--- config.mk ---
export PLATFORM = sky130hd
export DESIGN_NAME = demorgan_selftest_seq
export DESIGN_NICKNAME = d
export VERILOG_FILES = /design/src/rtl/demorgan_selftest_seq.sv
export SDC_FILE = /design/constraint.sdc
export NUM_CORES = 1
export LEC_CHECK = 0
export CORE_UTILIZATION = 42
export DETAILED_ROUTE_END_ITERATION = 8
export HOLD_SLACK_MARGIN = 0.05
export PLACE_DENSITY = 0.66
export REMOVE_ABC_BUFFERS = 1
export SLEW_MARGIN = 10
export SYNTH_ARGS = -nofsm -noshare
export SYNTH_HDL_FRONTEND = slang
export SYNTH_SLANG_ARGS = --single-unit
--- constraint.sdc ---
create_clock -name clk -period 2.1 [get_ports clk]
set_input_delay 0.42 -clock clk [delete_from_list [all_inputs] [get_ports clk]]
set_output_delay 0.42 -clock clk [all_outputs]
set_load 0.01 [all_outputs]
--- src/rtl/demorgan_selftest_seq.sv ---
// demorgan_selftest_seq
// Self-test sequencer for the gate-level De Morgan datapath. After a start
// request it walks every {A,B} vector, holds each one for a settle interval,
// then samples both sides of both laws. Each side is checked against the
// other and against the golden value. Failing samples are counted in a
// saturating counter and recorded in a per-vector fail map. A one-cycle
// done pulse ends the run, and pass reports a clean run.
//
// Ports:
//   clk, rst_n           clock (rising edge), async active-low reset
//   start                run request, only honoured in IDLE
//   busy, done, pass     run status (done is a one-cycle pulse)
//   drive_a, drive_b     stimulus to the datapath
//   obs_law1_lhs/rhs     ~(A&B) and ~A|~B observed from the datapath
//   obs_law2_lhs/rhs     ~(A|B) and ~A&~B observed from the datapath
//   mismatch_cnt         failing samples this run, saturating
//   fail_vec             bit i set if vector {A,B}=i failed in any pass
//
// Build option: DEMORGAN_SEQ_STOP_ON_FAIL_EN ends the run at the first
// failing sample instead of finishing the sweep.
//
// state  | meaning
// IDLE   | waiting for start, results and drive held
// SETTLE | vector driven, waiting SETTLE_CYCLES extra cycles
// SAMPLE | observe datapath, record result, pick next vector
// DONE   | one-cycle done pulse, pass valid

module demorgan_selftest_seq #(
    parameter int SETTLE_CYCLES = 2,
    parameter int PASSES        = 1,
    parameter int CNT_W         = 4
) (
    input  logic             clk,
    input  logic             rst_n,
    input  logic             start,
    output logic             busy,
    output logic             done,
    output logic             pass,
    output logic             drive_a,
    output logic             drive_b,
    input  logic             obs_law1_lhs,
    input  logic             obs_law1_rhs,
    input  logic             obs_law2_lhs,
    input  logic             obs_law2_rhs,
    output logic [CNT_W-1:0] mismatch_cnt,
    output logic [3:0]       fail_vec
);

    localparam int settleW = (SETTLE_CYCLES > 0) ? $clog2(SETTLE_CYCLES + 1) : 1;
    localparam int passW   = (PASSES > 1) ? $clog2(PASSES) : 1;
    localparam logic [settleW-1:0] settleInit = settleW'(SETTLE_CYCLES);
    localparam logic [passW-1:0]   lastPass   = passW'(PASSES - 1);

`ifdef DEMORGAN_SEQ_STOP_ON_FAIL_EN
    localparam bit stopOnFail = 1'b1;
`else
    localparam bit stopOnFail = 1'b0;
`endif

    typedef enum logic [1:0] {
        IDLE   = 2'd0,
        SETTLE = 2'd1,
        SAMPLE = 2'd2,
        DONE   = 2'd3
    } seqState;

    seqState            state, stateNext;
    logic [1:0]         vecIdx, vecIdxNext;
    logic [1:0]         vecInc;
    logic [passW-1:0]   passIdx, passIdxNext;
    logic [settleW-1:0] settleCnt, settleCntNext;
    logic               driveANext, driveBNext, passNext;
    logic [CNT_W-1:0]   mismatchNext;
    logic [3:0]         failVecNext;
    logic               sampleFail;

    assign vecInc = vecIdx + 2'd1;

    // Checked against the registered drive, which is what the datapath sees.
    assign sampleFail = (obs_law1_lhs != obs_law1_rhs)
                      | (obs_law2_lhs != obs_law2_rhs)
                      | (obs_law1_lhs != ~(drive_a & drive_b))
                      | (obs_law2_lhs != ~(drive_a | drive_b));

    assign busy = (state != IDLE);
    assign done = (state == DONE);

    always_ff @(posedge clk or negedge rst_n) begin
        if (!rst_n) begin
            state        <= IDLE;
            vecIdx       <= '0;
            passIdx      <= '0;
            settleCnt    <= '0;
            drive_a      <= 1'b0;
            drive_b      <= 1'b0;
            mismatch_cnt <= '0;
            fail_vec     <= '0;
            pass         <= 1'b0;
        end else begin
            state        <= stateNext;
            vecIdx       <= vecIdxNext;
            passIdx      <= passIdxNext;
            settleCnt    <= settleCntNext;
            drive_a      <= driveANext;
            drive_b      <= driveBNext;
            mismatch_cnt <= mismatchNext;
            fail_vec     <= failVecNext;
            pass         <= passNext;
        end
    end

    always_comb begin
        stateNext     = state;
        vecIdxNext    = vecIdx;
        passIdxNext   = passIdx;
        settleCntNext = settleCnt;
        driveANext    = drive_a;
        driveBNext    = drive_b;
        mismatchNext  = mismatch_cnt;
        failVecNext   = fail_vec;
        passNext      = pass;

        case (state)
            IDLE: begin
                if (start) begin
                    stateNext     = SETTLE;
                    vecIdxNext    = 2'd0;
                    passIdxNext   = '0;
                    settleCntNext = settleInit;
                    driveANext    = 1'b0;
                    driveBNext    = 1'b0;
                    mismatchNext  = '0;
                    failVecNext   = '0;
                    passNext      = 1'b0;
                end
            end

            SETTLE: begin
                if (settleCnt != '0) begin
                    settleCntNext = settleCnt - settleW'(1);
                end else begin
                    stateNext = SAMPLE;
                end
            end

            SAMPLE: begin
                if (sampleFail) begin
                    if (mismatch_cnt != '1) begin
                        mismatchNext = mismatch_cnt + CNT_W'(1);
                    end
                    failVecNext[vecIdx] = 1'b1;
                end

                if (sampleFail && stopOnFail) begin
                    stateNext = DONE;
                    passNext  = 1'b0;
                end else if (vecIdx != 2'd3) begin
                    stateNext     = SETTLE;
                    vecIdxNext    = vecInc;
                    settleCntNext = settleInit;
                    driveANext    = vecInc[1];
                    driveBNext    = vecInc[0];
                end else if (passIdx != lastPass) begin
                    stateNext     = SETTLE;
                    vecIdxNext    = 2'd0;
                    passIdxNext   = passIdx + passW'(1);
                    settleCntNext = settleInit;
                    driveANext    = 1'b0;
                    driveBNext    = 1'b0;
                end else begin
                    stateNext = DONE;
                    // Include the final sample, which is not yet in fail_vec.
                    passNext  = (fail_vec == 4'b0000) && !sampleFail;
                end
            end

            DONE: begin
                stateNext = IDLE;
            end

            default: begin
                stateNext = IDLE;
            end
        endcase
    end

endmodule

==> After elaboration in Yosys (flattened, before gate mapping) <==
Index checks and enable logic that the tools add are counted.
{ "op_classes": {"muxes": 34, "add_sub_neg": 4, "n_eq_ne": 17, "n_lt_le_gt_ge": 2, "n_bitwise": 8, "n_reduce_logical": 16} }
{ "op_table": {"columns": ["cell", "count"], "rows": [
  ["2-bit 2-to-1 mux", 11],
  ["4-bit 2-to-1 mux", 4],
  ["2-bit != test (second input constant)", 8],
  ["4-bit case mux with 2 select lines", 2],
  ["4-bit AND reduction", 3],
  ["1-bit 2-to-1 mux", 9],
  ["3-bit AND reduction", 3],
  ["1-bit case mux with 2 select lines", 4],
  ["2-bit case mux with 4 select lines", 1],
  ["2-bit case mux with 3 select lines", 1],
  ["2-bit nonzero test", 3],
  ["4-bit by 1-bit adder with 4-bit output (second input constant)", 1],
  ["2-bit equality test (second input constant)", 2],
  ["4-bit zero test", 1],
  ["1-bit != test", 4],
  ["4-bit != test (second input constant)", 1],
  ["1-bit OR", 4],
  ["4-bit OR", 1],
  ["2-bit case mux with 2 select lines", 1],
  ["2-bit by 3-bit less-than comparator with 1-bit output (second input constant)", 1],
  ["3-bit != test (second input constant)", 1],
  ["3-bit nonzero test", 1],
  ["2-bit by 1-bit adder with 2-bit output (second input constant)", 1],
  ["1-bit demux with 2-bit select", 1],
  ["10 further kinds", 12]
]} }
{ "word_totals": {"wordCells": 90, "inputBits": 7, "reg_bits": 18, "out_inout_bits": 13} }

==> Depth between registers and ports, before layout <==
Gate-level depths: netlist (run 1).
{ "logic_depth": {"word_depth": 10, "depth_mapped": 7, "mapped_depth_nobuf": 6} }

==> Worst setup path after synthesis (run 1) <==
OpenSTA, ideal clock, no wires.
{ "synth_timing": {"path_kind": "reg2reg", "startpoint": "register drive_a", "endpoint": "register pass", "required_ns": 2.005, "t_arrival_ns": 1.713, "slack_ns": 0.291, "n_path_buf": 1, "path_stages_with_launch": 8, "path_cell_list": "dfrtp_1 > inv_1 > ha_1 > or3_1 > a22oi_2 > buf_6 > nand4_1 > o31ai_1"} }
{ "synth_between": {"elab_chain_cells": 10, "elab_cells_between_ends": 13} }
{ "synth_rtl": {"columns": ["element", "line_no", "source"], "rows": [
  ["from (decl)", "39", "output logic drive_a,"],
  ["from (signal assigned)", "104", "drive_a <= driveANext;"],
  ["1-bit AND", "82", "| (obs_law1_lhs != ~(drive_a & drive_b))"],
  ["1-bit NOT", "82", null],
  ["1-bit != test", "82", null],
  ["1-bit OR", "82", null],
  ["1-bit OR (*)", "83", "| (obs_law2_lhs != ~(drive_a | drive_b));"],
  ["1-bit zero test (*)", "173", "passNext = (fail_vec == 4'b0000) && !sampleFail;"],
  ["1-bit logical AND (*)", "173", null],
  ["1-bit 2-to-1 mux (*)", "163", "end else if (passIdx != lastPass) begin"],
  ["1-bit 2-to-1 mux (*)", "157", "end else if (vecIdx != 2'd3) begin"],
  ["1-bit case mux with 2 select lines (*)", "123", "case (state)"],
  ["to (signal assigned)", "108", "pass <= passNext;"],
  ["to (decl)", "38", "output logic pass,"]
]} }
Every way passes the cells marked *; elsewhere a longest branch is shown, timed or not. The select of a mux whose other input is x is not followed.
A chain may end at the register's enable or synchronous reset.

==> Worst setup path in the final report (run 1) <==
{ "layout_timing": {"startpoint": "register state[0]", "endpoint": "output busy"} }
{ "layout_between": {"elab_chain_cells": 1} }
{ "layout_rtl": {"columns": ["element", "line_no", "source"], "rows": [
  ["from (decl)", "67", "seqState state, stateNext;"],
  ["from (signal assigned)", "100", "state <= stateNext;"],
  ["2-bit nonzero test", "85", "assign busy = (state != IDLE);"],
  ["to (decl)", "36", "output logic busy,"]
]} }
No other way between the ends.

==> run_results.csv, run 1 <==
group,metric,value,unit
synth,yosysSeqAreaShare,40.9,%
routing,via_count,832,
setup_path,startpoint_type,"register",
routing,dr.pass1.iters,4,
power,powerDensity,970,mW/mm2
floorplan,io-pin-count,20,
power,power.total,1.14,mW
timing,rsz0062_at_grt,"false",
global_routing,grt_pass1_wl,3.53,mm
final_layout,syn2layout_area_growth,28.2,%
clocking,clock_sinks,15,
timing,maxSlewViolCount,0,
clocking,path_clk_slew,0.09,ns
final_layout,diodes,0,
global_routing,grt_pass1_vias,787,
clocking,h-tree-depth,1,
run_status,status,"completed",
clocking,post_cts_buffers,0,
final_layout,nets,143,
power,p_leak,0.504,nW
floorplan,die_y,48.8,um
place,hpwl,1.47,mm
timing,relSlewSlack,76.2,%
clocking,cts_tree,"yes",
global_routing,grt_max_degree,19,
routing,routed_wl,1.94,mm
power,comb_power_share,45.8,%
floorplan,fp-row-count,16,
setup_path,required,1.68,ns
final_layout,post-route-util,58.8,%
final_layout,drive_above_1_share,10.2,%
clocking,cts_root_buffer,"clkbuf_4",
synth,yosysWarnings,0,
setup_path,crit_type,"register to primary output",
power,peakVddDrop,691,uV
clocking,clk_latency,0.28,ns
place,place.gp.congestion,0.748,
floorplan,dieWidth,48.8,um
power,seqPwrFrac,39.7,%
clocking,cts_buffers,3,
final_layout,instances_no_fill,154,
global_routing,grtUsageTotal,19.1,%
routing,antenna_left,0,
synth,ys_seq_elements,15,
clocking,postCtsHoldBufs,0,
timing,fmax,490,MHz
timing,hold_viol,0,
place,dp.cells,150,
setup_path,end_kind,"primary output",
synth,postSynthCellCount,104,
place,port_buffers,19,
power,internal_power,0.692,mW
floorplan,initial_utilization,45.9,%
setup_path,path_max_fanout,13,
setup_path,reg2reg_depth,7,
global_routing,antenna_found_initial,0,
timing,setup_tns,0,ns
worst_hold_path,hold_path_class,"input port to async pin",
power,sw_frac_of_total,39.5,%
timing,min_period,2.04,ns
timing,min_period_over_period,97.1,%
power,p_sw,0.451,mW
setup_path,critPathArrivalTime,1.62,ns
floorplan,core-area,0.00200,mm2
synth,avgSynthCellArea,8.83,um2
synth,syn_area,918,um2
timing,finalSetupViolCount,0,
routing,avgRoutedWirePerCell,12.6,um
floorplan,die_area,0.00238,mm2
routing,viasPerCell,5.40,
timing,skew,0.00324,ns
power,p_clk_share,14.5,%
job,maxCapViolCount,0,
routing,route.detailed.drc,0,
timing,worst_pin_slew,0.357,ns
routing,drtIter0Drc,17,
synth,ys_types,31,
clocking,clk_path_buf_depth,2,
global_routing,grt_overflow,0,
## cell usage in the layout, fill, tap and decap left out, drive strengths merged
master	instances
clkdlybuf4s50	19
nand2	15
o21ai	15
dfrtp	15
ha	8
inv	6
nor2	6
nand3	6
buf	5
a21oi	4
clkbuf	4
nor2b	3
nand4	2
a22o	2
nor4	2
a22oi	2
and2	1
or2	1
o211ai	1
or3b	1
nand3b	1
or3	1
o31ai	1
o21bai	1
mux2	1
o22ai	1
a41o	1
o311ai	1
or4b	1
## cells by family after synthesis
group                    after synthesis  share of synthesized area, %
buffers and inverters                 11                          5.86
AO/OA/AOI/OAI                         29                          19.6
multiplexers                           1                          1.23
flip-flops                            15                          40.9
AND/OR/NAND/NOR                       40                          21.5
adder cells (fa/ha/maj)                8                          10.9
## power by group through the flow
stage	Combinational [mW]	Sequential, mW	Clock (mW)
after global placement	0.514	0.451	0
after CTS	0.524	0.451	0.169
after detailed placement	0.524	0.455	0
after global routing	0.600	0.468	0.186
after floorplan	0.280	0.467	0
final	0.523	0.453	0.166
## metrics by stage
step | setup slack (ns) | hold WS, ns | area, um2
2_1_floorplan | 0.237 | 0.124 | 887
3_3_place_gp | 0.0768 | 0.483 | 1150
3_5_place_dp | 0.0410 | 0.488 | 1150
4_1_cts | 0.0554 | 0.445 | 1170
5_1_grt | 0.0135 | 0.458 | 1180
6_report | 0.0611 | 0.441 | 1180
## cell type report
type	instances	area, um2
tap	27	33.8
multi-input combinational	78	489
sequential	15	378
clock buffer	4	26.3
fill	180	825
inverter	6	22.5
timing repair buffer	24	228
## layer usage
metal | wire length [um] | GRT usage, % | share of wire, % | vias up
met5 | 0 | 0 | 0 | -
met4 | 20 | 5.88 | 1.0 | 0
met3 | 61 | 4.40 | 3.1 | 3
met2 | 881 | 29.2 | 45 | 23
met1 | 975 | 26.6 | 50 | 394
li1 | - | - | - | 412
## critical path: stages, from the launching register on
cell             delay (ns)
dfrtp_1                0.52
or2_2                  0.34
clkdlybuf4s50_1        0.48
## cells in the mapped netlist (all sizes together)
library cell	n	share of area, %
dfrtp	15	41
nand2	15	6.1
o21ai	15	8.2
ha	8	11
inv	6	2.5
nand3	6	3.3
nor2	6	2.5
a21oi	4	2.2
buf	3	2.6
nor2b	3	2.0
a22o	2	1.9
a22oi	2	2.2
clkbuf	2	0.82
nand4	2	1.4
nor4	2	1.4
a41o	1	1.1
and2	1	0.68
mux2	1	1.2
nand3b	1	0.82
o211ai	1	0.82
o21bai	1	0.82
o22ai	1	0.68
o311ai	1	0.95
o31ai	1	0.82
or2	1	0.68
or3	1	0.68
or3b	1	0.95
or4b	1	1.1
## flip-flops by register name, indices dropped and copies added, names as in the netlist
name          count
drive_a           1
pass              1
drive_b           1
mismatch_cnt      4
fail_vec          4
state             2
settleCnt         2
## timing repair
item / in CTS / in global routing
resized for setup: 0 / 2
setup endpoints to repair: 0 / 1
endpoints found under the hold margin: 0 / 0
## worst paths after layout
kind	startpoint	end	slack, ns
setup / recovery	state[0]	busy	0.06
hold / removal	rst_n	drive_b	0.44
setup reg to reg	drive_a	mismatch_cnt[2]	0.19
hold reg to reg	settleCnt[0]	settleCnt[0]	0.50
max in group asynchronous	rst_n	drive_a	1.48
min in group clk	settleCnt[0]	settleCnt[0]	0.50
No activity file was read; power rests on OpenSTA's default activity.
==> inputs of run 2 (changes only) <==
--- a/config.mk
+++ b/config.mk
@@ -5,10 +5,10 @@
 export SDC_FILE = /design/constraint.sdc
 export NUM_CORES = 1
 export LEC_CHECK = 0
-export CORE_UTILIZATION = 42
+export CORE_UTILIZATION = 49
 export DETAILED_ROUTE_END_ITERATION = 8
 export HOLD_SLACK_MARGIN = 0.05
-export PLACE_DENSITY = 0.66
+export PLACE_DENSITY = 0.76
 export REMOVE_ABC_BUFFERS = 1
 export SLEW_MARGIN = 10
 export SYNTH_ARGS = -nofsm -noshare
==> constraint.sdc (replaced) <==
create_clock -name clk -period 2.1 [get_ports clk]
set_input_delay 0.42 -clock clk [delete_from_list [all_inputs] [get_ports clk]]
set_output_delay 0.42 -clock clk [all_outputs]
set_load 0.1 [all_outputs]
==> run_results.csv, run 2 (synthesis gave the netlist of run 1 again) <==
group,metric,value,unit
timing,finalSetupViolCount,0,
final_layout,fillers,142,
clocking,clock_sinks,15,
global_routing,grt_pass1_vias,811,
setup_path,critPathArrivalTime,2.15,ns
routing,route.detailed.drc,0,
setup_path,path_max_fanout,7,
place,port_buffers,19,
final_layout,final_cell_mix,"buf_4, nand2_1, o21ai_0, dfrtp_1, ha_1",
routing,dr.pass1.iters,4,
final_layout,syn2layout_area_growth,28.5,%
clocking,cts_root_buffer,"clkbuf_4",
routing,viasPerCell,5.45,
clocking,cts_buffers,3,
timing,min_period,1.98,ns
timing,holdWs,0.442,ns
timing,relSlewSlack,79.0,%
clocking,clk_path_buf_depth,2,
setup_path,r2r_end,"mismatch_cnt[2]",
place,place.gp.congestion,0.757,
routing,antenna_left,0,
global_routing,grt_pass1_wl,3.53,mm
worst_hold_path,hold_path_class,"input port to async pin",
job,maxCapViolCount,0,
run_status,status,"completed",
timing,skew,0.00422,ns
global_routing,use_met3,4.40,%
routing,avgRoutedWirePerCell,13.4,um
final_layout,post-route-util,67.6,%
routing,routed_wl,2.06,mm
timing,setup_tns,0,ns
place,placed_cell_area,0.00115,mm2
clocking,h-tree-depth,1,
floorplan,io-pin-count,20,
clocking,post_cts_buffers,0,
timing,hold_viol,0,
clocking,path_clk_slew,0.09,ns
timing,maxSlewViolCount,0,
clocking,postCtsHoldBufs,0,
power,powerDensity,1310,mW/mm2
final_layout,nets,145,
floorplan,initial_utilization,52.6,%
setup_path,crit_type,"register to register",
global_routing,grt_busiest_layer,"met2",
power,peakVddDrop,771,uV
clocking,cts_tree,"yes",
setup_path,r2r_start,"drive_a",
setup_path,end_kind,"register",
floorplan,die_area,0.00205,mm2
global_routing,use_met2,39.1,%
floorplan,fp-row-count,15,
timing,fmax,505,MHz
global_routing,met1_usage,30.7,%
final_layout,design_area,0.00118,mm2
global_routing,grt_overflow,0,
global_routing,antenna_found_initial,0,
final_layout,diodes,0,
place,hpwl,1.61,mm
setup_path,startpoint_type,"register",
floorplan,die_y,45.3,um
power,p_leak,0.549,nW
final_layout,drive_above_1_share,20.2,%
setup_path,required,2.27,ns
final_layout,seqCellArea,375,um2
final_layout,multiInputGateArea,489,um2
global_routing,grtUsageTotal,24.0,%
timing,worst_pin_slew,0.314,ns
timing,rsz0062_at_grt,"false",
routing,via_count,840,
power,power.total,1.55,mW
clocking,clk_latency,0.28,ns
final_layout,reg.largest.list,"fail_vec (4), mismatch_cnt (4)",
floorplan,dieWidth,45.3,um
setup_path,reg2reg_depth,7,
floorplan,core-area,0.00175,mm2
clocking,cts_resized,0,
setup_path,rrSetupSlack,0.12,ns
routing,drtIter0Drc,14,
timing,min_period_over_period,94.4,%
global_routing,grt_max_degree,20,
final_layout,final_common_cell,"buf_4",
[run 2: cell count changes in the layout (fill, tap and decap cells not counted), sizes merged]
cell / delta
buf: +15
clkdlybuf4s50: -13
[run 2: worst max-delay path by stage]
stage                            start               to  depth (start not counted)
final                          drive_a  mismatch_cnt[2]                          7
after CTS                      drive_a  mismatch_cnt[2]                          7
after global placement    obs_law1_rhs  mismatch_cnt[2]                          6
after detailed placement  obs_law1_rhs  mismatch_cnt[2]                          6
after global routing           drive_a  mismatch_cnt[2]                          7
after floorplan                drive_a             pass                          6
[run 2: where the power goes]
| part | internal, mW | switching, mW | leakage [nW] |
|---|---|---|---|
| combinational | 0.296 | 0.667 | 0.335 |
| clock | 0.0736 | 0.0902 | 0.0150 |
| sequential | 0.359 | 0.0650 | 0.200 |
[run 2: critical path: stages (launching register included)]
cell	delay, ns
dfrtp_1	0.46
inv_1	0.13
ha_1	0.23
or3_1	0.33
a22oi_2	0.30
buf_4	0.21
nor2b_1	0.14
nor4_1	0.06
[run 2: layout make-up]
type,count,area share (%)
Clock buffer,4,2.23
Inverter,6,1.91
Multi-Input combinational cell,78,41.5
Sequential cell,15,31.8
Tap cell,25,2.65
Timing Repair Buffer,26,19.9
[run 2: metal layers]
metal | vias up | share of wire, %
met5 | - | 0
met4 | 0 | 1.7
met3 | 4 | 5.2
met2 | 25 | 49
met1 | 395 | 45
li1 | 416 | -
[run 2: metrics by stage]
stage / setup slack, ns / instances
finish: 0.118 / 154
global route: 0.0241 / 154
CTS: 0.103 / 154
detailed placement: 0.00607 / 150
global placement: 0.0526 / 150
floorplan: -0.441 / 99
==> inputs of run 3 (changes only) <==
--- a/config.mk
+++ b/config.mk
@@ -5,6 +5,7 @@
 export SDC_FILE = /design/constraint.sdc
 export NUM_CORES = 1
 export LEC_CHECK = 0
+export ABC_CLOCK_PERIOD_IN_PS = 2100
 export CORE_UTILIZATION = 49
 export DETAILED_ROUTE_END_ITERATION = 8
 export HOLD_SLACK_MARGIN = 0.05
==> results of run 3 <==
The final DEF is identical to that of run 2; final timing and power are the same.
